==> config.mk <==
export PLATFORM = sky130hd
export DESIGN_NAME = ats21_cmd_sched
export DESIGN_NICKNAME = d
export VERILOG_FILES = /design/src/rtl/ats21_pkg.sv /design/src/rtl/ats21_conflict_chk.sv /design/src/rtl/ats21_cmd_sched.sv
export SDC_FILE = /design/constraint.sdc
export NUM_CORES = 1
export LEC_CHECK = 0
export BUFFER_PORTS_ARGS = -buffer_cell sky130_fd_sc_hd__buf_2
export CAP_MARGIN = 10
export CORE_MARGIN = 2
export CORE_UTILIZATION = 52
export DETAILED_ROUTE_END_ITERATION = 12
export GPL_TIMING_DRIVEN = 0
export HOLD_SLACK_MARGIN = 0.02
export PLACE_DENSITY_LB_ADDON = 0.2
export SLEW_MARGIN = 25
export SYNTH_ARGS = -nofsm -noshare
export SYNTH_HDL_FRONTEND = slang
export SYNTH_SLANG_ARGS = --single-unit
==> constraint.sdc <==
create_clock -name clk -period 2.8 [get_ports clk]
set_clock_uncertainty 0.05 [all_clocks]
set_input_delay 0.56 -clock clk [delete_from_list [all_inputs] [get_ports clk]]
set_output_delay 0.56 -clock clk [all_outputs]
set_load 0.1 [all_outputs]
==> src/rtl/ats21_pkg.sv <==
// Shared types for the ATS21 command scheduler: opcodes, FSM states, bus widths.
// Latency: none (declarations only).
// Backpressure: n/a.
package ats21_pkg;

    // Width of one ATS21 instruction half driven on ctrlA/ctrlB
    localparam int HALF_W = 16;
    // Full client instruction width (two halves)
    localparam int INST_W = 2 * HALF_W;

    // Opcode field, instruction bits [31:29]; 3'b100 is unassigned
    typedef enum logic [2:0] {
        NOP     = 3'b000,
        SET_CLK = 3'b001,
        EN_CLK  = 3'b010,
        MODE    = 3'b011,
        SET_ALM = 3'b101,
        SET_TMR = 3'b110,
        EN_ALM  = 3'b111
    } opcode_e;

    // Scheduler sequence: latch, strobe, wait ready, two halves, wait status, respond
    typedef enum logic [2:0] {
        IDLE      = 3'd0,
        REQ       = 3'd1,
        WAIT_RDY  = 3'd2,
        HI        = 3'd3,
        LO        = 3'd4,
        WAIT_STAT = 3'd5,
        RESP      = 3'd6
    } state_e;

    // True for the clock-programming group, which shares the [28:25] clock index
    function automatic logic is_clk_op(input logic [2:0] op);
        return (op == SET_CLK) || (op == EN_CLK);
    endfunction

    // True for the alarm/timer group, which shares the [28:24] alarm index
    function automatic logic is_alm_op(input logic [2:0] op);
        return (op == SET_ALM) || (op == SET_TMR) || (op == EN_ALM);
    endfunction

endpackage

==> src/rtl/ats21_conflict_chk.sv <==
// Flags two instructions that target the same ATS21 resource and cannot share a slot.
// Latency: combinational.
// Backpressure: none; callers pass NOP (all zeros) for an absent client so it never conflicts.
module ats21_conflict_chk
    import ats21_pkg::*;
(
    input  logic [INST_W-1:0] inst_a,
    input  logic [INST_W-1:0] inst_b,
    output logic              conflict
);

    logic [2:0] op_a;
    logic [2:0] op_b;
    logic       clk_hit;
    logic       alm_hit;
    logic       mode_hit;

    // Same clock index, same alarm index, or two mode writes collide
    always_comb begin
        op_a     = inst_a[31:29];
        op_b     = inst_b[31:29];
        clk_hit  = is_clk_op(op_a) && is_clk_op(op_b) && (inst_a[28:25] == inst_b[28:25]);
        alm_hit  = is_alm_op(op_a) && is_alm_op(op_b) && (inst_a[28:24] == inst_b[28:24]);
        mode_hit = (op_a == MODE) && (op_b == MODE);
        conflict = clk_hit || alm_hit || mode_hit;
    end

endmodule

==> src/rtl/ats21_cmd_sched.sv <==
// Merges two client instructions into one ATS21 transaction (req, hi/lo halves, status).
// Latency: latch + 1 + ready wait + 2 + STAT_DELAY + 1 cycles from IDLE to done.
// Backpressure: clients hold valid until done; a deferred client simply stays pending.
module ats21_cmd_sched
    import ats21_pkg::*;
#(
    parameter int STAT_DELAY  = 2,
    parameter int RDY_TIMEOUT = 15
) (
    input  logic              clk,
    input  logic              reset,
    input  logic              a_valid,
    input  logic [INST_W-1:0] a_inst,
    input  logic              b_valid,
    input  logic [INST_W-1:0] b_inst,
    output logic              a_done,
    output logic              b_done,
    output logic              a_ack,
    output logic              b_ack,
    output logic              busy,
    output logic              req,
    output logic [HALF_W-1:0] ctrlA,
    output logic [HALF_W-1:0] ctrlB,
    input  logic              ready,
    input  logic [1:0]        stat
);

    localparam int TO_W = $clog2(RDY_TIMEOUT + 1);
    localparam int SD_W = (STAT_DELAY < 1) ? 1 : $clog2(STAT_DELAY + 1);
    // Last count value before the wait ends; a zero setting behaves as one cycle
    localparam logic [TO_W-1:0] TO_LAST = TO_W'((RDY_TIMEOUT > 0) ? RDY_TIMEOUT - 1 : 0);
    localparam logic [SD_W-1:0] SD_LAST = SD_W'((STAT_DELAY > 0) ? STAT_DELAY - 1 : 0);

    state_e            state;
    state_e            state_nxt;
    logic [INST_W-1:0] lat_a;
    logic [INST_W-1:0] lat_b;
    logic              iss_a;
    logic              iss_b;
    logic              prio_b;
    logic [TO_W-1:0]   to_cnt;
    logic [SD_W-1:0]   sd_cnt;
    logic              ack_a_q;
    logic              ack_b_q;
    logic [INST_W-1:0] eff_a;
    logic [INST_W-1:0] eff_b;
    logic              conflict;
    logic              sel_a;
    logic              sel_b;
    logic              to_expire;
    logic              sd_expire;

    // An absent client presents NOP so it can never cause a conflict
    always_comb begin
        eff_a = a_valid ? a_inst : '0;
        eff_b = b_valid ? b_inst : '0;
    end

    ats21_conflict_chk u_conflict_chk (
        .inst_a   (eff_a),
        .inst_b   (eff_b),
        .conflict (conflict)
    );

    // Pick which pending clients go out this transaction; the pointer breaks ties
    always_comb begin
        sel_a     = a_valid && (!conflict || !prio_b);
        sel_b     = b_valid && (!conflict ||  prio_b);
        to_expire = (to_cnt >= TO_LAST);
        sd_expire = (sd_cnt >= SD_LAST);
    end

    // State register
    always_ff @(posedge clk or posedge reset) begin
        if (reset) begin
            state <= IDLE;
        end else begin
            state <= state_nxt;
        end
    end

    // Next-state decode and Moore outputs; everything idles at zero outside its state
    always_comb begin
        state_nxt = state;
        req       = 1'b0;
        ctrlA     = '0;
        ctrlB     = '0;
        a_done    = 1'b0;
        b_done    = 1'b0;
        a_ack     = 1'b0;
        b_ack     = 1'b0;
        busy      = (state != IDLE);
        case (state)
            IDLE: begin
                if (a_valid || b_valid) begin
                    state_nxt = REQ;
                end
            end
            REQ: begin
                req       = 1'b1;
                state_nxt = WAIT_RDY;
            end
            WAIT_RDY: begin
                if (ready) begin
                    state_nxt = HI;
                end else if (to_expire) begin
                    state_nxt = RESP;
                end
            end
            HI: begin
                ctrlA     = lat_a[INST_W-1:HALF_W];
                ctrlB     = lat_b[INST_W-1:HALF_W];
                state_nxt = LO;
            end
            LO: begin
                ctrlA     = lat_a[HALF_W-1:0];
                ctrlB     = lat_b[HALF_W-1:0];
                state_nxt = WAIT_STAT;
            end
            WAIT_STAT: begin
                if (sd_expire) begin
                    state_nxt = RESP;
                end
            end
            RESP: begin
                a_done    = iss_a;
                b_done    = iss_b;
                a_ack     = iss_a && ack_a_q;
                b_ack     = iss_b && ack_b_q;
                state_nxt = IDLE;
            end
            default: begin
                state_nxt = IDLE;
            end
        endcase
    end

    // Transaction datapath: latched slots, issue flags, priority, wait counters, acks
    always_ff @(posedge clk or posedge reset) begin
        if (reset) begin
            lat_a   <= '0;
            lat_b   <= '0;
            iss_a   <= 1'b0;
            iss_b   <= 1'b0;
            prio_b  <= 1'b0;
            to_cnt  <= '0;
            sd_cnt  <= '0;
            ack_a_q <= 1'b0;
            ack_b_q <= 1'b0;
        end else begin
            case (state)
                IDLE: begin
                    if (a_valid || b_valid) begin
                        lat_a   <= sel_a ? a_inst : '0;
                        lat_b   <= sel_b ? b_inst : '0;
                        iss_a   <= sel_a;
                        iss_b   <= sel_b;
                        // Acks start cleared so a ready timeout reports Nack
                        ack_a_q <= 1'b0;
                        ack_b_q <= 1'b0;
                        if (conflict) begin
                            prio_b <= !prio_b;
                        end
                    end
                end
                REQ: begin
                    to_cnt <= '0;
                end
                WAIT_RDY: begin
                    if (!ready && !to_expire) begin
                        to_cnt <= to_cnt + TO_W'(1);
                    end
                end
                LO: begin
                    sd_cnt <= '0;
                end
                WAIT_STAT: begin
                    if (sd_expire) begin
                        ack_a_q <= stat[0];
                        ack_b_q <= stat[1];
                    end else if (sd_cnt != '1) begin
                        sd_cnt <= sd_cnt + SD_W'(1);
                    end
                end
                default: begin
                end
            endcase
        end
    end

endmodule

Word level (Yosys, flattened, before mapping)
Index checks and enable logic that the tools add are counted.
{ "word_totals": {"output_inout_bits": 38, "n_memories": 0, "register_bits": 78, "romBits": 0, "input_bits": 71, "elab_cells": 103, "mem_bits_rw": 0, "latchBits": 0} }
{ "classes": {"n_bitwise": 0, "reduce_logical": 36, "eq_ne": 27, "div": 0, "mul": 0, "order_cmp": 2, "add_sub_neg": 2, "n_shift": 0, "n_mux": 26} }
{ "op_table": {"columns": ["op", "count"], "rows": [
  ["32-bit 2-to-1 mux", 4],
  ["16-bit one-hot mux with 2 select lines", 2],
  ["3-bit == test (second input constant)", 9],
  ["3-bit by 2-bit == test with 1-bit output (second input constant)", 6],
  ["3-bit one-hot mux with 6 select lines", 1],
  ["3-bit 2-to-1 mux", 4],
  ["2-bit != test (second input constant)", 6],
  ["3-bit AND reduction", 4],
  ["1-bit logical OR", 11],
  ["1-bit logical AND", 10],
  ["3-bit by 1-bit == test with 1-bit output (second input constant)", 3],
  ["1-bit 2-to-1 mux", 8],
  ["4-bit one-hot mux with 2 select lines", 1],
  ["2-bit nonzero test", 3],
  ["5-bit == test", 1],
  ["4-bit by 1-bit adder with 4-bit output (second input constant)", 1],
  ["4-bit == test", 1],
  ["4-bit >= comparator (second input constant)", 1],
  ["1-bit zero test", 4],
  ["2-bit 2-to-1 mux", 2],
  ["4-bit 2-to-1 mux", 1],
  ["1-bit one-hot mux with 2 select lines", 2],
  ["2-bit one-hot mux with 2 select lines", 1],
  ["2-bit AND reduction", 2],
  ["other kinds (5)", 5]
]} }

Depth between registers and ports, before layout
{ "depth": {"ltp_word": 12, "ltp_mapped": 7, "ltp_nobuf": 7} }

Modules after synthesis
A second synthesis with hierarchy kept.
{ "hier_totals": {"cells_unflattened": 358, "area_unflattened_um2": 3998.8} }
{ "by_module_without_submodules": {"columns": ["mod", "n_inst", "area_each_um2", "cells_per_inst", "seq_area_each_um2"], "rows": [
  ["ats21_cmd_sched", 1, 3903.7, 345, 1951.9],
  ["ats21_conflict_chk", 1, 95.1, 13, 0.0]
]} }

Least setup slack after synthesis
OpenSTA, ideal clock, no wires.
{ "synth_timing": {"path_kind": "reg2out", "startpoint": "reg state[0]", "endpoint": "out a_ack", "path_buffers": 1, "arrival_time_ns": 2.395, "required_ns": 2.190, "setup_slack_ns": -0.205, "path_stages_with_launch": 5, "cell_sequence": "dfrtp_1 -> buf_2 -> nor2b_1 -> and3_1 -> and2_1"} }
{ "synth_via": {"elab_chain_cells": 2} }
{ "synth_lines": {"columns": ["element", "line", "rtl"], "rows": [
  ["from (decl)", "ats21_cmd_sched.sv:34", "state_e state;"],
  ["from (signal assigned)", "ats21_cmd_sched.sv:78", "state <= state_nxt;"],
  ["3-bit == test", "ats21_cmd_sched.sv:93", "case (state)"],
  ["1-bit 2-to-1 mux", "ats21_cmd_sched.sv:93", null],
  ["to (decl)", "ats21_cmd_sched.sv:18", "output logic a_ack,"]
]} }
No other way between the ends.

Worst setup path in the final report
{ "layout_timing": {"startpoint": "reg state[1]", "endpoint": "out ctrlB[2]"} }
{ "layout_via": {"elab_chain_cells": 2, "word_cells_on_any_way": 3, "cone_classes": "eq/ne (2); mux (1)"} }
{ "layout_lines": {"columns": ["element", "line", "rtl"], "rows": [
  ["3-bit == test / 3-bit by 2-bit == test with 1-bit output (equally long branches)", "ats21_cmd_sched.sv:93", null],
  ["16-bit one-hot mux with 2 select lines (*)", "ats21_cmd_sched.sv:93", null],
  ["to (decl)", "ats21_cmd_sched.sv:23", "output logic [HALF_W-1:0] ctrlB,"]
]} }
Every way passes the cells marked *; elsewhere a longest branch is shown, timed or not.

==> summary.txt <==
Pin count of the biggest net entering global routing: 43
Critical-path maximum fanout: 10
Vias in the first global route: 3044
DRT antenna net count: 0
Slew Viols, Final: 0
Maximum operating frequency: 374.2 MHz
Crit-path cells: nand2b_1 > nor2_2 > clkbuf_2 > a22o_1 > buf_4
CTS tree: yes
Setup violators final: 0
Setup crit end kind: output port
Setup CP Type: reg -> out
Total Nets Final: 499
# IOs: 109
Hpwl dp: 6824 microns
Core ar.: 6794 sq um
Fin worst setup slack: 0.1277 ns
Later-pin clock latency in the skew report: 0.35 ns
CP max-delay cell: dfrtp_1
Num CTS Buffers: 9
All-layer global routing usage: 26.42%
Synth warnings: 0
Die footprint: 7738 sq um
Yosys cell types: 45
Share of layout cells above drive strength 1: 39.39%
Ranking of synthesized cells by area: dfrtp_1, a22o_1, a22o_2
Starting Density: 53.96%
Die H: 87.97 microns
Worst slew pin tran: 0.7386 ns
Register area share after synthesis: 53.24%
Met3 wire length: 630 microns
Overflow after GRT: 0
CP arrival: 2.06 ns
Worst Hold Slack: 0.1906 ns
Min cycle time layout: 2.672 ns
Highest metal used: met4
DRT iter0 DRCs: 225
Setup Slack @ Placement: -0.1979 ns
Largest stage delay, worst path: 0.46 ns
RSZ-0062 raised after global routing: no
Total power: 0.006216 W
Chip width: 87.97 microns
Area added between synthesis and finish: 27.61%
Ant. Diodes: 0
Status: finished, final reports clean
Mapped Nets: 382
Antenna violations before repair: 0
Yosys top cell by area: dfrtp_1
First-pass GRT wire length: 15490 microns
Final hold vios: 0
Post-route clock period utilization: 95.44%
Synthesis-stage register bit count: 78
Setup TNS: 0 ns
Worst VDD drop: 0.6486 mV
Max-Cap Viols: 0
Data required time of the worst path: 2.19 ns
Rel. slew slack: 50.38%
Wirelength per Cell: 18.80 microns
Vias post-DR: 3159
Max Buffers Root-to-Sink: 2
Input/output buffers: 106
Mapped cell area: 3666 sq um
Clock sink count: 78
Final Wtd Congestion: 0.8301
Crit path launch type: flop
Post-CTS setup buffers: 0
Drt first pass iters: 4
Gate Count Post-Synth: 307
Mean Syn Cell Area: 11.94 sq um
Fin util: 68.86%
Rows: 30
Met2 WL: 4821 microns
CTS Root Cell: clkbuf_8
Pwr per Cell Area: 1329 nW/um^2
Routed WL: 9868 microns
Top-area cell type share of the netlist area: 53.24%
Via/cell ratio: 6.017
Met1 wire length: 4199 microns
Reg clk slew, reported paths: 0.09 ns
H-tree levels: 3
Drt drc: 0
Hold Crit Class: in -> async
Pleak: 2.276 nW
cells in the final DEF, fill, tap and decap left out, drive strengths merged, types with 2 or more instances in the layout:
cell type and n:
buf 116, a22o 95, dfrtp 78, clkbuf 26, nand2 18, o21ai 11, nor2 10, inv 9
nand2b 5, and2 5, a21oi 4, ha 4, o31ai 4, nor3 3, xnor2 3, nand3 3
a21o 3, clkinv 3, a32oi 2, xor2 2, nor4 2, o2bb2ai 2, o221ai 2, and3 2
bufinv 2, o211ai 2, a211oi 2
registers in the layout, indices dropped and copies added (netlist names):
register and flops:
iss_a 1, lat_a 32, lat_b 32, ack_b_q 1, sd_cnt 2, iss_b 1
prio_b 1, state 3, to_cnt 4, ack_a_q 1
synth_stat cells, drive strengths merged:
master / n
o221ai: 2
nand4: 1
nor4bb: 1
xnor2: 3
mux2: 1
o31ai: 4
a32oi: 2
buf: 9
and4: 1
dfrtp: 78
a21oi: 4
a22o: 95
a21o: 3
nor2: 10
nand3: 3
o211ai: 2
ha: 4
nand2b: 5
a211oi: 2
nor3: 3
o31a: 1
a32o: 1
inv: 8
nor2b: 1
and3: 2
nor4: 2
or3: 1
o22ai: 1
and2: 5
nand2: 18
o2bb2ai: 2
xor2: 2
or4: 1
o2bb2a: 1
clkbuf: 17
o21ai: 11
critical path: cells and delay by family (launching register included):
family | cells | cell delay (ns)
AOI/OAI and AO/OA | 1 | 0.19
buffers and inverters | 2 | 0.60
DFF | 1 | 0.46
and+or+nand+nor | 2 | 0.45
per-stage QoR:
| stage | cells | instance area (sq um) |
|---|---|---|
| after floorplan | 307 | 3669 |
| after global placement | 509 | 4319 |
| after detailed placement | 510 | 4342 |
| after CTS | 525 | 4671 |
| after global routing | 525 | 4678 |
| final | 525 | 4678 |
final cells by class:
cell class | instances | area (sq um)
timing repair buffer | 107 | 629.4
clock inverter | 6 | 93.84
sequential | 78 | 1952
buffer | 25 | 175.2
multi-input combinational | 195 | 1538
inverter | 8 | 32.53
fill | 541 | 2116
clock buffer | 10 | 137.6
tap | 96 | 120.1
power by group:
group | leakage [nW] | switching, W | total (W) | internal, W
registers | 0.981 | 0.000316 | 0.00194 | 0.00163
clock network | 0.118 | 0.000439 | 0.000973 | 0.000534
logic | 1.18 | 0.00223 | 0.00330 | 0.00107
total | 2.28 | 0.00298 | 0.00622 | 0.00323
repair_timing:
action / in CTS / in global routing
setup endpoints to repair: 31 / 30
resized for setup: 42 / 4
hold buffers: 0 / 0
path summary, 6_finish.rpt:
kind,startpoint,to,slack (ns),depth (start not counted)
min in group clk,b_inst[10],lat_b[10],0.37,2
setup / recovery,state[1],ctrlB[2],0.13,5
hold reg to reg,iss_b,iss_b,0.46,1
setup reg to reg,state[0],lat_b[12],0.17,6
max in group asynchronous,reset,lat_a[6],1.92,3
hold / removal,reset,lat_b[22],0.19,2
routing by layer:
layer,track usage (%),vias to the layer above
met5,0,-
met4,10.35,0
met3,4.901,25
met2,41.80,153
met1,36.31,1570
li1,-,1411
kinds of logic after synthesis:
logic type	after synthesis	share of synthesized area, %
AO/OA/AOI/OAI	131	31.37
flip-flops	78	53.24
AND/OR/NAND/NOR	54	7.474
buffers and inverters	34	5.051
XOR/XNOR	5	1.195
adder cells (fa/ha/maj)	4	1.365
multiplexers	1	0.3071
Power figures use the tool's default switching activity.
